[src/rtl/risc_v_mike_wb_pkg.sv]
// Shared types for the write-back arbiter: request struct, source enum, widths.
package risc_v_mike_wb_pkg;

    localparam int DATA_32_W  = 32;
    localparam int REG_ADDR_W = 5;
    localparam int WB_NUM_SRC = 2;

    typedef logic [REG_ADDR_W-1:0] t_register_addr;

    typedef enum logic {
        WB_SRC_ALU = 1'b0,
        WB_SRC_LSU = 1'b1
    } t_wb_src;

    typedef struct packed {
        logic                 valid;
        t_register_addr       addr;
        logic [DATA_32_W-1:0] data;
    } t_wb_req;

    function automatic logic addr_in_range(input t_register_addr addr, input int depth);
        logic [31:0] addr_ext;
        logic [31:0] depth_ext;
        addr_ext  = {{(32-REG_ADDR_W){1'b0}}, addr};
        depth_ext = depth[31:0];
        return (addr_ext < depth_ext);
    endfunction

endpackage

[src/rtl/risc_v_mike_wb_arbiter_rr_arb2.sv]
// Two-way round-robin arbiter; gnt is one-hot (bit 0 = ALU, bit 1 = LSU), zero in reset.
module risc_v_mike_rr_arb2
    import risc_v_mike_wb_pkg::*;
(
    input  logic                  clk_i,
    input  logic                  rst_i,
    input  logic [WB_NUM_SRC-1:0] req_i,
    output logic [WB_NUM_SRC-1:0] gnt_o
);

    t_wb_src               last_grant_q;
    t_wb_src               last_grant_d;
    logic [WB_NUM_SRC-1:0] gnt_s;

    // Grant selection: a lone requester wins, a tie goes to whoever did not win last.
    always_comb begin
        gnt_s = 2'b00;
        case (req_i)
            2'b01:   gnt_s = 2'b01;
            2'b10:   gnt_s = 2'b10;
            2'b11:   gnt_s = (last_grant_q == WB_SRC_ALU) ? 2'b10 : 2'b01;
            default: gnt_s = 2'b00;
        endcase
        if (rst_i) begin
            gnt_o = 2'b00;
        end else begin
            gnt_o = gnt_s;
        end
    end

    // Arbitration history only moves on a grant.
    always_comb begin
        last_grant_d = last_grant_q;
        if (gnt_s[0]) begin
            last_grant_d = WB_SRC_ALU;
        end else if (gnt_s[1]) begin
            last_grant_d = WB_SRC_LSU;
        end else begin
            last_grant_d = last_grant_q;
        end
    end

    // Reset to LSU so the ALU wins the first tie.
    always_ff @(posedge clk_i or posedge rst_i) begin
        if (rst_i) begin
            last_grant_q <= WB_SRC_LSU;
        end else begin
            last_grant_q <= last_grant_d;
        end
    end

endmodule

[src/rtl/risc_v_mike_wb_arbiter.sv]
// Write-back arbiter: ALU vs LSU onto the single register-file write port.
// Optional decode bypass of the staged write under `MIKE_WB_BYPASS_EN.
module risc_v_mike_wb_arbiter
    import risc_v_mike_wb_pkg::*;
#(
    parameter int REG_FILE_DEPTH = 16
) (
    input  logic                 clk_i,
    input  logic                 rst_i,
    input  logic                 alu_wb_valid_i,
    input  t_register_addr       alu_wb_addr_i,
    input  logic [DATA_32_W-1:0] alu_wb_data_i,
    output logic                 alu_wb_ready_o,
    input  logic                 lsu_wb_valid_i,
    input  t_register_addr       lsu_wb_addr_i,
    input  logic [DATA_32_W-1:0] lsu_wb_data_i,
    output logic                 lsu_wb_ready_o,
    output logic                 reg_file_write_o,
    output t_register_addr       reg_file_wr_addr_o,
    output logic [DATA_32_W-1:0] reg_file_wr_data_o,
`ifdef MIKE_WB_BYPASS_EN
    input  t_register_addr       byp_rd_addr_1_i,
    input  t_register_addr       byp_rd_addr_2_i,
    output logic                 byp_hit_1_o,
    output logic                 byp_hit_2_o,
    output logic [DATA_32_W-1:0] byp_data_1_o,
    output logic [DATA_32_W-1:0] byp_data_2_o,
`endif
    output logic                 wb_addr_err_o
);

    t_wb_req               alu_req_s;
    t_wb_req               lsu_req_s;
    t_wb_req               sel_req_s;
    logic [WB_NUM_SRC-1:0] gnt_s;
    logic                  grant_any_s;
    logic                  in_range_s;

    logic                  wr_q,   wr_d;
    t_register_addr        addr_q, addr_d;
    logic [DATA_32_W-1:0]  data_q, data_d;
    logic                  err_q,  err_d;

    assign alu_req_s = '{valid: alu_wb_valid_i, addr: alu_wb_addr_i, data: alu_wb_data_i};
    assign lsu_req_s = '{valid: lsu_wb_valid_i, addr: lsu_wb_addr_i, data: lsu_wb_data_i};

    risc_v_mike_rr_arb2 u_rr_arb2 (
        .clk_i (clk_i),
        .rst_i (rst_i),
        .req_i ({lsu_req_s.valid, alu_req_s.valid}),
        .gnt_o (gnt_s)
    );

    assign alu_wb_ready_o = gnt_s[0];
    assign lsu_wb_ready_o = gnt_s[1];

    // Stage next-state: x0 and out-of-range writes are accepted but never committed.
    always_comb begin
        sel_req_s   = gnt_s[1] ? lsu_req_s : alu_req_s;
        grant_any_s = (|gnt_s) & sel_req_s.valid;
        in_range_s  = addr_in_range(sel_req_s.addr, REG_FILE_DEPTH);
        wr_d   = 1'b0;
        addr_d = addr_q;
        data_d = data_q;
        err_d  = err_q;
        if (grant_any_s) begin
            if (in_range_s && (sel_req_s.addr != 5'd0)) begin
                wr_d   = 1'b1;
                addr_d = sel_req_s.addr;
                data_d = sel_req_s.data;
            end else begin
                wr_d = 1'b0;
            end
            err_d = err_q | ~in_range_s;
        end else begin
            wr_d = 1'b0;
        end
    end

    // One-deep output stage; reset discards any accepted-but-uncommitted write.
    always_ff @(posedge clk_i or posedge rst_i) begin
        if (rst_i) begin
            wr_q   <= 1'b0;
            addr_q <= 5'd0;
            data_q <= 32'd0;
            err_q  <= 1'b0;
        end else begin
            wr_q   <= wr_d;
            addr_q <= addr_d;
            data_q <= data_d;
            err_q  <= err_d;
        end
    end

    assign reg_file_write_o   = wr_q;
    assign reg_file_wr_addr_o = addr_q;
    assign reg_file_wr_data_o = data_q;
    assign wb_addr_err_o      = err_q;

`ifdef MIKE_WB_BYPASS_EN
    assign byp_hit_1_o  = wr_q & (byp_rd_addr_1_i == addr_q);
    assign byp_hit_2_o  = wr_q & (byp_rd_addr_2_i == addr_q);
    assign byp_data_1_o = data_q;
    assign byp_data_2_o = data_q;
`endif

endmodule
[config.mk]
export PLATFORM = sky130hd
export DESIGN_NAME = risc_v_mike_wb_arbiter
export DESIGN_NICKNAME = d
export VERILOG_FILES = /design/src/rtl/risc_v_mike_wb_pkg.sv /design/src/rtl/risc_v_mike_wb_arbiter_rr_arb2.sv /design/src/rtl/risc_v_mike_wb_arbiter.sv
export SDC_FILE = /design/constraint.sdc
export NUM_CORES = 1
export LEC_CHECK = 0
export BUFFER_PORTS_ARGS = -buffer_cell sky130_fd_sc_hd__buf_2
export CAP_MARGIN = 20
export CORE_UTILIZATION = 47
export CTS_CLUSTER_SIZE = 30
export DETAILED_ROUTE_END_ITERATION = 12
export PLACE_DENSITY = 0.85
export SLEW_MARGIN = 40
export SYNTH_ARGS = -nofsm -noshare
export SYNTH_HDL_FRONTEND = slang
export SYNTH_HIERARCHICAL = 1
export SYNTH_SLANG_ARGS = --single-unit
[constraint.sdc]
create_clock -name clk_i -period 3.5 [get_ports clk_i]
set_clock_uncertainty 0.05 [all_clocks]
set_input_delay 0 -clock clk_i [delete_from_list [all_inputs] [get_ports clk_i]]
set_output_delay 0 -clock clk_i [all_outputs]
set_load 0.05 [all_outputs]
## Word-level counts from Yosys, hierarchy flattened

Index checks and enable logic that the tools add are counted.

| word-level totals | value |
|---|---|
| flip-flop bits (word level) | 40 |
| bits of input ports | 78 |
| output and inout bits | 41 |
| logic and storage cells | 25 |

| operators by class | value |
|---|---|
| order comparisons | 1 |
| equal/unequal tests | 3 |
| muxes and demuxes | 8 |
| bitwise operators | 3 |
| reductions and logical operators | 5 |

Operator list:

| cell | count |
|---|---|
| 38-bit 2-to-1 mux | 1 |
| 2-bit one-hot mux with 3 select lines | 1 |
| 5-bit less-than comparator, second input constant | 1 |
| 5-bit nonzero test | 1 |
| 2-bit equality test, second input constant | 2 |
| 1-bit 2-to-1 mux | 4 |
| 2-bit 2-to-1 mux | 2 |
| 2-bit by 1-bit equality test with 1-bit output, second input constant | 1 |
| 2-bit AND reduction | 1 |
| 2-bit nonzero test | 1 |
| 2-bit OR reduction | 1 |
| 1-bit bitwise AND | 1 |
| 1-bit logical AND | 1 |
| 1-bit inverter | 1 |
| 1-bit OR | 1 |

## Longest topological paths before layout

Gate-level depths: netlist of the first run.

| depth | value |
|---|---|
| depth in word-level cells | 8 |
| mapped depth | 7 |
| mapped depth without buffers | 5 |

## Hierarchy

The synthesis of the first run kept the hierarchy.

By module, submodules not included:

| module | times used | cells each | area each (µm²) | sequential area each (µm²) |
|---|---|---|---|---|
| risc_v_mike_wb_arbiter | 1 | 132 | 2,010.7 | 975.9 |
| risc_v_mike_rr_arb2 | 1 | 7 | 60.1 | 26.3 |

## Worst setup path after synthesis of the first run

No wires, ideal clock.

| timing | value |
|---|---|
| path kind | reg2reg |
| from | reg u_rr_arb2.last_grant_q |
| to | reg data_q[10] (netlist: reg_file_wr_data_o[10]) |
| library setup time | 0.125 ns |
| arrival time | 2.131 ns |
| data required time | 3.325 ns |
| setup slack | 1.194 ns |
| stages on the path, launching flop included | 8 |
| buffers on the path | 2 |
| period minus slack after synthesis | 2.306 ns |
| cell sequence | dfstp_2 > nand2b_1 > and3_1 > nand4bb_4 > o22ai_2 > buf_6 > buf_6 > mux2_4 |

| on the way | value |
|---|---|
| elaborated cells between the ends (all ways) | 10 |
| classes of those cells | 1 x order compare; 4 x mux; 1 x bitwise; 4 x reduce/logical |

RTL lines:

| element | RTL line | source |
|---|---|---|
| start: declaration | risc_v_mike_wb_arbiter_rr_arb2.sv:11 | `t_wb_src last_grant_q;` |
| start signal: assignment | risc_v_mike_wb_arbiter_rr_arb2.sv:48 | `last_grant_q <= last_grant_d;` |
| 2-bit 2-to-1 mux | risc_v_mike_wb_arbiter_rr_arb2.sv:21 | `2'b11: gnt_s = (last_grant_q == WB_SRC_ALU) ? 2'b10 : 2'b01;` |
| 2-bit one-hot mux with 3 select lines | risc_v_mike_wb_arbiter_rr_arb2.sv:18 | `case (req_i)` |
| 2-bit 2-to-1 mux | risc_v_mike_wb_arbiter_rr_arb2.sv:24 | `if (rst_i) begin` |
| named net alu_wb_ready_o | risc_v_mike_wb_arbiter.sv:13 | `output logic alu_wb_ready_o,` |
| 2-bit OR reduction | risc_v_mike_wb_arbiter.sv:60 | `grant_any_s = (\|gnt_s) & sel_req_s.valid;` |
| 1-bit bitwise AND | risc_v_mike_wb_arbiter.sv:60 |  |
| 2-bit AND reduction (no source line) | -- |  |
| end signal: assignment | risc_v_mike_wb_arbiter.sv:90 | `data_q <= data_d;` |
| end: declaration | risc_v_mike_wb_arbiter.sv:41 | `logic [DATA_32_W-1:0] data_q, data_d;` |

The timed path passes the listed nets, and every way through them passes these cells.
A chain may end at the register's enable or synchronous reset.

## Final worst setup path of the first run

| timing | value |
|---|---|
| from | reg u_rr_arb2.last_grant_q |
| to | reg data_q[23] (netlist: reg_file_wr_data_o[23]) |

| on the way | value |
|---|---|
| longest elaborated chain between the ends | 7 |
| elaborated cells between the ends (all ways) | 10 |
| classes of those cells | 1 x order compare; 4 x mux; 1 x bitwise; 4 x reduce/logical |

RTL lines:

| element | RTL line | source |
|---|---|---|
| 2-bit 2-to-1 mux (*) | risc_v_mike_wb_arbiter_rr_arb2.sv:21 |  |
| 2-bit one-hot mux with 3 select lines (*) | risc_v_mike_wb_arbiter_rr_arb2.sv:18 |  |
| 2-bit 2-to-1 mux (*) | risc_v_mike_wb_arbiter_rr_arb2.sv:24 |  |
| 38-bit 2-to-1 mux | risc_v_mike_wb_arbiter.sv:59 | `sel_req_s = gnt_s[1] ? lsu_req_s : alu_req_s;` |
| 5-bit less-than comparator / 5-bit nonzero test (equally long branches) | risc_v_mike_wb_pkg.sv:26, risc_v_mike_wb_arbiter.sv:67 |  |
| 1-bit logical AND | risc_v_mike_wb_arbiter.sv:67 | `if (in_range_s && (sel_req_s.addr != 5'd0)) begin` |
| 2-bit AND reduction (no source line) | -- |  |

Every way passes the cells marked *; elsewhere a longest branch is shown, timed or not.

==> run metrics, run 1 <==
DR iter-0 viols=62; chip width=68.4 um; post-synth top area cell=dfrtp_1; CTS Hold Bufs=4; endpoint class of the critical path=flop; Post-CTS Setup Bufs=0; synthesized area=2070 um^2; H-tree depth=2; commonest cells after routing, fill and taps aside=118 x buf_2, 52 x mux2_2, 39 x dfrtp_1; Die H=68.4 um; Crit Path Max Fanout=22; sequential share of the synthesized area=48.4%; # nets final=342; WL/cell=15.4 um; post-route setup slack=0.909 ns; worst setup path class=reg -> reg; drt via density=5.06; initial antenna violation count=0; # setup viols final=0; vias=1595; largest net degree at the start of global routing=31; post-cts resize count=0; ant diodes=0; Slew headroom=69.8%; pre-CTS setup slack=0.930 ns; Worst EP arrival=2.71 ns; vias in the first global route=1554; CTS Sinks=40; setup_tns=0 ns; RePlAce Congestion=0.812; Clock Path Buffers=2; ANT nets after route=0; Filler Cells Inserted=317; clk slew on worst S/H paths=0.08 ns; # IOs=119; layout cell share with drive strength beyond 1=77.0%; Mapped Cells=139; DRC viols=0; TritonCTS clock tree=done; Startpoint Class=flop; Worst-Skew Late Latency=0.28 ns; FP Rows=23; Yosys Warn Count=6; Area Growth Syn to Fin=37.0%; Initial Utilization=50.3%; Tot Pwr=1.97 mW; final hold viol count=0; Most common cell on crit path=buf_4; Pre-Repair DR Iteration Count=4; Final Critical Period=2.59 ns; status=finished clean; Avg Cell Area, Syn=14.9 um^2; share of the synthesized area in the top cell type=47.1%; Final period util=74.0%; pwr/cell area=693 nW/um^2; CTS Buf Count=5; Synth Register Bits=40; Die Area=4680 um^2; Static Leak=1.40 nW; Fmax=386 MHz; Critical Path RT=3.62 ns; CP Cell Sequence=nand2_1, and3_2, buf_4, nand3b_1, o22ai_4, buf_4, mux2_2; Tightest Pin Transition=0.453 ns; count of unique library cells instantiated by Yosys=21; HP Class=in -> reg; Max Cap Violations=0; GRT overflow=0; Reg2Reg Setup Slack=0.91 ns; first-pass GRT wire length=7400 um; Worst Hold Slack=0.0171 ns; Crit-path slowest cell=and3_2; Peak supply drop=0.378 mV; Post-Route WL=4870 um; DP HPWL=3610 um; port buffer count=118; max-slew violations=0; slowest stage delay, CP=0.49 ns; clock root buffer master=clkbuf_8; Synthesized Nets=217; commonest non-fill, non-tap cell in the layout=buf_2; ranking of synthesized cells by area=dfrtp_1 47%, mux2_2 28%, mux2_4 12%, buf_6 1.6%, nand4bb_4 1.3%; Tot GR Track Use=22.2%; RSZ-0062 raised after global routing=false; Core ar.=4120 um^2
==> layout make-up <==
type	count	area (um^2)	share of cell area, %
Clock inverter	2	10.0	0.353
Sequential cell	40	1000	35.3
Tap cell	50	62.6	2.21
Multi-Input combinational cell	88	1010	35.5
Inverter	3	11.3	0.397
Clock buffer	6	82.6	2.91
Timing Repair Buffer	126	661	23.3
==> cell families after synthesis <==
| group | count (synthesis) | share of synthesized area (%) |
|---|---|---|
| DFF | 40 | 48.4 |
| and+or+nand+nor | 11 | 4.59 |
| muxes | 70 | 40.8 |
| AOI/OAI and AO/OA | 7 | 2.78 |
| buffers and inverters | 11 | 3.38 |
==> metal layers <==
| metal | vias to the layer above | global-route usage, % | part of all wire [%] |
|---|---|---|---|
| met5 | - | 0 | 0 |
| met2 | 66 | 40.2 | 55 |
| met1 | 762 | 23.4 | 37 |
| met3 | 16 | 4.67 | 4.5 |
| met4 | 0 | 13.3 | 3.4 |
| li1 | 751 | - | - |
==> cell usage after synthesis (all sizes together) <==
master	count
nand3	1
and3	2
nand2	1
a21oi	2
a2bb2oi	2
nor2	2
a311o	1
nand2b	1
nand4bb	1
dfrtp	39
o22ai	1
mux2i	2
dfstp	1
buf	8
inv	3
nor4	2
o21a	1
nand3b	1
mux2	68
==> report_power, final <==
part / total [mW] / internal (mW) / switching [mW]
clock: 0.317 / 0.157 / 0.160
combinational: 0.970 / 0.307 / 0.662
sequential: 0.679 / 0.603 / 0.0752
total: 1.97 / 1.07 / 0.897
==> final timing paths <==
kind                                               startpoint                            endpoint  cells past startpoint
max                        u_rr_arb2/last_grant_q$_DFFE_PP1P_  reg_file_wr_data_o[23]$_DFFE_PP0P_                      7
min reg2reg                 reg_file_wr_addr_o[4]$_DFFE_PP0P_   reg_file_wr_addr_o[4]$_DFFE_PP0P_                      2
max reg2reg                u_rr_arb2/last_grant_q$_DFFE_PP1P_  reg_file_wr_data_o[23]$_DFFE_PP0P_                      7
min in group asynchronous                               rst_i   reg_file_wr_addr_o[0]$_DFFE_PP0P_                      3
min                                         alu_wb_data_i[16]  reg_file_wr_data_o[16]$_DFFE_PP0P_                      3
max in group asynchronous                               rst_i  reg_file_wr_data_o[26]$_DFFE_PP0P_                      4
==> critical path, delay by kind of cell (launching register included) <==
| family | cells | cell delay, ns |
|---|---|---|
| simple gates | 3 | 0.79 |
| mux | 1 | 0.39 |
| flops | 1 | 0.38 |
| compound gates | 1 | 0.18 |
| buf+inv | 2 | 0.67 |
==> registers in the layout (all words and copies together), names as in the netlist <==
signal / count
reg_file_wr_data_o: 32
reg_file_wr_addr_o: 5
u_rr_arb2/last_grant_q: 1
reg_file_write_o: 1
wb_addr_err_o: 1
==> metrics by stage <==
stage          util, %  std cells  cell area, um^2
2_1_floorplan        -        139             2070
3_3_place_gp      65.7        303             2700
3_5_place_dp      65.7        303             2700
4_1_cts           68.9        315             2840
5_1_grt           68.9        315             2840
6_report          68.9        315             2840
(Power assumes the default switching activity.)
==> run 2, diff against run 1 <==
--- a/config.mk
+++ b/config.mk
@@ -7,10 +7,10 @@
 export LEC_CHECK = 0
 export BUFFER_PORTS_ARGS = -buffer_cell sky130_fd_sc_hd__buf_2
 export CAP_MARGIN = 20
-export CORE_UTILIZATION = 47
+export CORE_UTILIZATION = 40
 export CTS_CLUSTER_SIZE = 30
 export DETAILED_ROUTE_END_ITERATION = 12
-export PLACE_DENSITY = 0.85
+export PLACE_DENSITY = 0.77
 export SLEW_MARGIN = 40
 export SYNTH_ARGS = -nofsm -noshare
 export SYNTH_HDL_FRONTEND = slang
==> constraint.sdc (replaced) <==
create_clock -name clk_i -period 2.2 [get_ports clk_i]
set_clock_uncertainty 0.05 [all_clocks]
set_input_delay 0 -clock clk_i [delete_from_list [all_inputs] [get_ports clk_i]]
set_output_delay 0 -clock clk_i [all_outputs]
set_load 0.05 [all_outputs]
==> run 2 against run 1 <==
  * Sequential share of layout area fell by 0.57 points
  * Clock power grew 62%
  * Critical path type unchanged
  * Via count is 0.38% lower
  * Register-to-register slack lost 0.76 ns
  * Non-clock buffer count grew 1
  * Hold slack better by 0.0049 ns
  * Setup slack lost 0.76 ns
  * Cell count rose by 5.4%
  * Sequential power is 58% higher
  * Critical endpoint is now reg_file_wr_data_o[29]$_DFFE_PP0P_
==> run metrics, run 2 (synthesis gave the netlist of run 1 again) <==
status=finished clean; clock root buffer master=clkbuf_8; vias in the first global route=1577 (+1.5%); ANT nets after route=0 (unchanged); Clock Path Buffers=2 (unchanged); post-cts resize count=0 (unchanged); GRT overflow=0 (unchanged); Core ar.=4850 um^2 (+18%); max-slew violations=0 (unchanged); Tot Pwr=3.13 mW (+59%); Worst-Skew Late Latency=0.28 ns (about the same); CTS Sinks=40 (unchanged); DR iter-0 viols=45 (-27%); drt via density=4.79 (-5.5%); layout cell share with drive strength beyond 1=77.4% (+0.38 points); post-route insts no fill=332 (+5.4%); port buffer count=118 (unchanged); Tightest Pin Transition=0.689 ns (+0.236 ns); largest net degree at the start of global routing=30 (-3.2%); Worst EP arrival=2.16 ns (-0.55 ns); endpoint class of the critical path=flop; TritonCTS clock tree=done; max reg flops=32 (unchanged); worst-case reg-to-reg path depth=6 (-1); Crit Path Max Fanout=28 (+27%); # setup viols final=0 (unchanged); Worst Hold Slack=0.0220 ns (+0.00491 ns); H-tree depth=2 (unchanged); Pre-Repair DR Iteration Count=4 (unchanged); pwr/cell area=1080 nW/um^2 (+57%); Area Growth Syn to Fin=39.2%; setup_tns=0 ns (unchanged); Static Leak=1.41 nW (+0.25%); # IOs=119 (unchanged); dpl cells=321 (+5.9%); Final Critical Period=2.05 ns (-0.545 ns); Critical Path RT=2.32 ns (-1.30 ns); Fmax=489 MHz (+27%); Slew headroom=53.8% (-16 points); vias=1589 (-0.38%); DP HPWL=3460 um (-4.3%); Peak supply drop=0.658 mV (+74%); Post-CTS Setup Bufs=0 (unchanged); first-pass GRT wire length=7090 um (-4.2%); Startpoint Class=flop; # nets final=343 (+0.29%); RePlAce Congestion=0.721 (-11%); ant diodes=0 (unchanged); CTS Hold Bufs=4 (unchanged); WL/cell=13.4 um (-13%); Max Cap Violations=0 (unchanged); worst setup path class=reg -> reg; final hold viol count=0 (unchanged); Initial Utilization=42.7% (-7.6 points); CTS Buf Count=5 (unchanged); commonest cells after routing, fill and taps aside=118 x buf_2, 52 x mux2_2, 39 x dfrtp_1; chip width=74.0 um (+8.2%); HP Class=in -> reg; Hold Path Depth=3 (unchanged); RSZ-0062 raised after global routing=false; commonest non-fill, non-tap cell in the layout=buf_2; Post-Route WL=4450 um (-8.5%); clk slew on worst S/H paths=0.08 ns (about the same); pre-CTS setup slack=0.146 ns (-0.784 ns); initial antenna violation count=0 (unchanged); post-route setup slack=0.153 ns (-0.755 ns); Die H=74.0 um (+8.2%); DRC viols=0 (unchanged); Tot GR Track Use=17.3% (-5.0 points); Die Area=5470 um^2 (+17%); FP Rows=25 (+8.7%); Final period util=93.0% (+19 points)
-- run 2: power breakdown --
part,switching [mW],internal (mW)
registers,0.110,0.960
logic,1.05,0.492
clock network,0.236,0.279
total,1.40,1.73
-- run 2: layout make-up --
| type | count | area [um^2] |
|---|---|---|
| clock buffers | 7 | 96.3 |
| fillers | 418 | 1970 |
| inverters | 3 | 11.3 |
| multi-input cells | 88 | 1010 |
| flip-flops and latches | 40 | 1000 |
| well taps | 67 | 83.8 |
| repair buffers | 127 | 681 |
-- run 2: worst max-delay path: stages (launching register included) --
cell and delay (ns):
dfstp_2 0.54, nand2_1 0.06, and3_2 0.22, nand4bb_4 0.23, o22ai_4 0.23, buf_12 0.24, mux2_2 0.36
-- run 2: final timing paths --
kind | from | endpoint | slack, ns
max in group asynchronous | rst_i | reg_file_wr_data_o[15]$_DFFE_PP0P_ | 1.20
min reg2reg | wb_addr_err_o$_DFFE_PP0P_ | wb_addr_err_o$_DFFE_PP0P_ | 0.43
max | u_rr_arb2/last_grant_q$_DFFE_PP1P_ | reg_file_wr_data_o[29]$_DFFE_PP0P_ | 0.15
max reg2reg | u_rr_arb2/last_grant_q$_DFFE_PP1P_ | reg_file_wr_data_o[29]$_DFFE_PP0P_ | 0.15
min in group asynchronous | rst_i | reg_file_wr_data_o[31]$_DFFE_PP0P_ | 0.24
min | alu_wb_data_i[22] | reg_file_wr_data_o[22]$_DFFE_PP0P_ | 0.02
-- run 2: through the flow --
stage | instance area, um^2 | util, %
2_1_floorplan | 2070 | -
3_3_place_gp | 2750 | 56.6
3_5_place_dp | 2750 | 56.6
4_1_cts | 2880 | 59.5
5_1_grt | 2880 | 59.5
6_report | 2880 | 59.5
-- run 2: layer usage --
layer	global-route usage [%]	vias to the layer above	share of wire, %
met3	3.12	11	4.5
li1	-	758	-
met1	18.6	755	38
met4	8.76	0	2.2
met5	0	-	0
met2	32.1	65	55
==> run 3, diff against run 2 <==
--- a/config.mk
+++ b/config.mk
@@ -7,10 +7,11 @@
 export LEC_CHECK = 0
 export BUFFER_PORTS_ARGS = -buffer_cell sky130_fd_sc_hd__buf_2
 export CAP_MARGIN = 20
-export CORE_UTILIZATION = 40
-export CTS_CLUSTER_SIZE = 30
+export CORE_UTILIZATION = 41
+export CTS_BUF_LIST = sky130_fd_sc_hd__clkbuf_8
+export CTS_CLUSTER_SIZE = 28
 export DETAILED_ROUTE_END_ITERATION = 12
-export PLACE_DENSITY = 0.77
+export PLACE_DENSITY = 0.79
 export SLEW_MARGIN = 40
 export SYNTH_ARGS = -nofsm -noshare
 export SYNTH_HDL_FRONTEND = slang
==> run 3 against run 2 <==
  * Hold slack lost 0.0015 ns
  * Fmax is 0.84% lower
  * Setup slack lost 0.017 ns
  * Critical path depth unchanged
  * Clock power is 14% lower
  * Die area is 2.4% lower
  * First-iteration DRC count down 11%
  * Routed wire length is 2.2% higher
  * Via count down 0.38%
  * Sequential power about the same
  * Sequential share of layout area about the same
  * Combinational power about the same
==> run metrics, run 3 (synthesis gave the netlist of run 1 again) <==
Static Leak=1.41 nW (+0.18%); commonest cells after routing, fill and taps aside=118 x buf_2, 52 x mux2_2, 39 x dfrtp_1; delay-heaviest family, CP=flip-flops; Worst-Skew Late Latency=0.27 ns (about the same); DR iter-0 viols=40 (-11%); vias=1583 (-0.38%); Max Cap Violations=0 (unchanged); Slew headroom=68.1% (+14 points); Worst EP arrival=2.18 ns (+0.02 ns); DRC viols=0 (unchanged); endpoint class of the critical path=flop; dpl cells=321 (unchanged); max-slew violations=0 (unchanged); post-route setup slack=0.136 ns (-0.0172 ns); pwr/cell area=1060 nW/um^2 (-1.9%); GRT overflow=0 (unchanged); Critical Path RT=2.32 ns (about the same); Final period util=93.8% (+0.78 points); commonest non-fill, non-tap cell in the layout=buf_2; max reg flops=32 (unchanged); WL/cell=13.7 um (+2.2%); Core Util, Final=60.2% (+0.72 points); RSZ-0062 raised after global routing=false; # setup viols final=0 (unchanged); Die Area=5340 um^2 (-2.4%); port buffer count=118 (unchanged); Area Growth Syn to Fin=39.1% (about the same); drt via density=4.77 (-0.38%); CTS Buf Count=5 (unchanged); Crit Path Max Fanout=22 (-21%); ANT nets after route=0 (unchanged); largest net degree at the start of global routing=39 (+30%); # nets final=343 (unchanged); Die H=73.1 um (-1.2%); Tot GR Track Use=17.8% (+0.52 points); worst setup path class=reg -> reg; H-tree depth=2 (unchanged); Core ar.=4790 um^2 (-1.3%); CTS Sinks=40 (unchanged); chip width=73.1 um (-1.2%); clk slew on worst S/H paths=0.07 ns (about the same); Crit-path slowest cell=dfstp_2; layout cell share with drive strength beyond 1=77.0% (-0.38 points); RePlAce Congestion=0.806 (+12%); setup_tns=0 ns (unchanged); pre-CTS setup slack=0.0935 ns (-0.0525 ns); first-pass GRT wire length=7180 um (+1.4%); Tightest Pin Transition=0.479 ns (-0.210 ns); Post-CTS Setup Bufs=0 (unchanged); FP Rows=25 (unchanged); post-route insts no fill=332 (unchanged); ant diodes=0 (unchanged); vias in the first global route=1572 (-0.32%); Clock Path Buffers=2 (unchanged); Peak supply drop=0.602 mV (-8.5%); HP Class=in -> reg; # IOs=119 (unchanged); Post-Route WL=4550 um (+2.2%); Tot Pwr=3.07 mW (-2.0%); TritonCTS clock tree=done; DP HPWL=3480 um (+0.60%); crit path buf inv count=1 (unchanged); status=finished clean; clock root buffer master=clkbuf_8; final hold viol count=0 (unchanged); slowest stage delay, CP=0.54 ns (about the same); Pre-Repair DR Iteration Count=4 (unchanged); Fmax=485 MHz (-0.84%); initial antenna violation count=0 (unchanged); Filler Cells Inserted=417 (-0.24%); CP Cell Sequence=nand2_1, and3_2, nand4bb_4, o22ai_4, buf_12, mux2_2; Startpoint Class=flop; Initial Utilization=43.3% (+0.56 points); Final Critical Period=2.06 ns (+0.0172 ns)
## run 3: cell types whose count changed in the layout (fill, tap and decap cells not counted), sizes merged
cell    previous run  this run
inv                2         4
clkbuf             7         5
## run 3: cell type report
class                           instances  area (um^2)  area share, %
Clock buffer                            5         68.8           2.39
Clock inverter                          2         8.76          0.304
Inverter                                3         11.3          0.391
Multi-Input combinational cell         88         1010           35.0
Sequential cell                        40         1000           34.8
Tap cell                               67         83.8           2.91
Timing Repair Buffer                  127          697           24.2
## run 3: final timing paths
kind,start,to,slack (ns),depth (start not counted)
setup / recovery,u_rr_arb2/last_grant_q$_DFFE_PP1P_,reg_file_wr_addr_o[0]$_DFFE_PP0P_,0.14,6
hold / removal,lsu_wb_data_i[16],reg_file_wr_data_o[16]$_DFFE_PP0P_,0.02,3
setup reg to reg,u_rr_arb2/last_grant_q$_DFFE_PP1P_,reg_file_wr_addr_o[0]$_DFFE_PP0P_,0.14,6
hold reg to reg,wb_addr_err_o$_DFFE_PP0P_,wb_addr_err_o$_DFFE_PP0P_,0.43,1
max in group asynchronous,rst_i,reg_file_wr_data_o[5]$_DFFE_PP0P_,1.39,4
min in group asynchronous,rst_i,wb_addr_err_o$_DFFE_PP0P_,0.07,3
## run 3: stage by stage
stage | cell area [um^2] | hold slack, ns
after floorplan | 2070 | -0.142
after global placement | 2760 | -0.193
after detailed placement | 2760 | -0.194
after CTS | 2880 | 0.0157
after global routing | 2880 | 0.0139
final | 2880 | 0.0204
## run 3: metal layers
layer | GRT usage [%] | vias up | share of wire [%]
met5 | 0 | - | 0
met4 | 10.7 | 0 | 3.5
met1 | 20.9 | 749 | 40
met2 | 29.6 | 59 | 52
met3 | 4.01 | 17 | 4.3
li1 | - | 758 | -
## run 3: what timing repair did
action | 4_1_cts | 5_1_grt
gates resized for setup | 0 | 1
hold buffers | 4 | 0
endpoints found under the setup margin | 0 | 22
endpoints found under the hold margin | 42 | 0
## run 3: worst register-to-register path: stages (launching register included)
cell and delay [ns]:
dfstp_2 0.54, nand2_1 0.06, and3_2 0.23, nand4bb_4 0.23, o22ai_4 0.26, buf_12 0.22, mux2_2 0.36
## run 3: report_power, final
part           total (mW)  internal, mW  switching [mW]
Combinational        1.55         0.495            1.06
Sequential           1.07         0.960           0.111
Clock               0.442         0.211           0.231
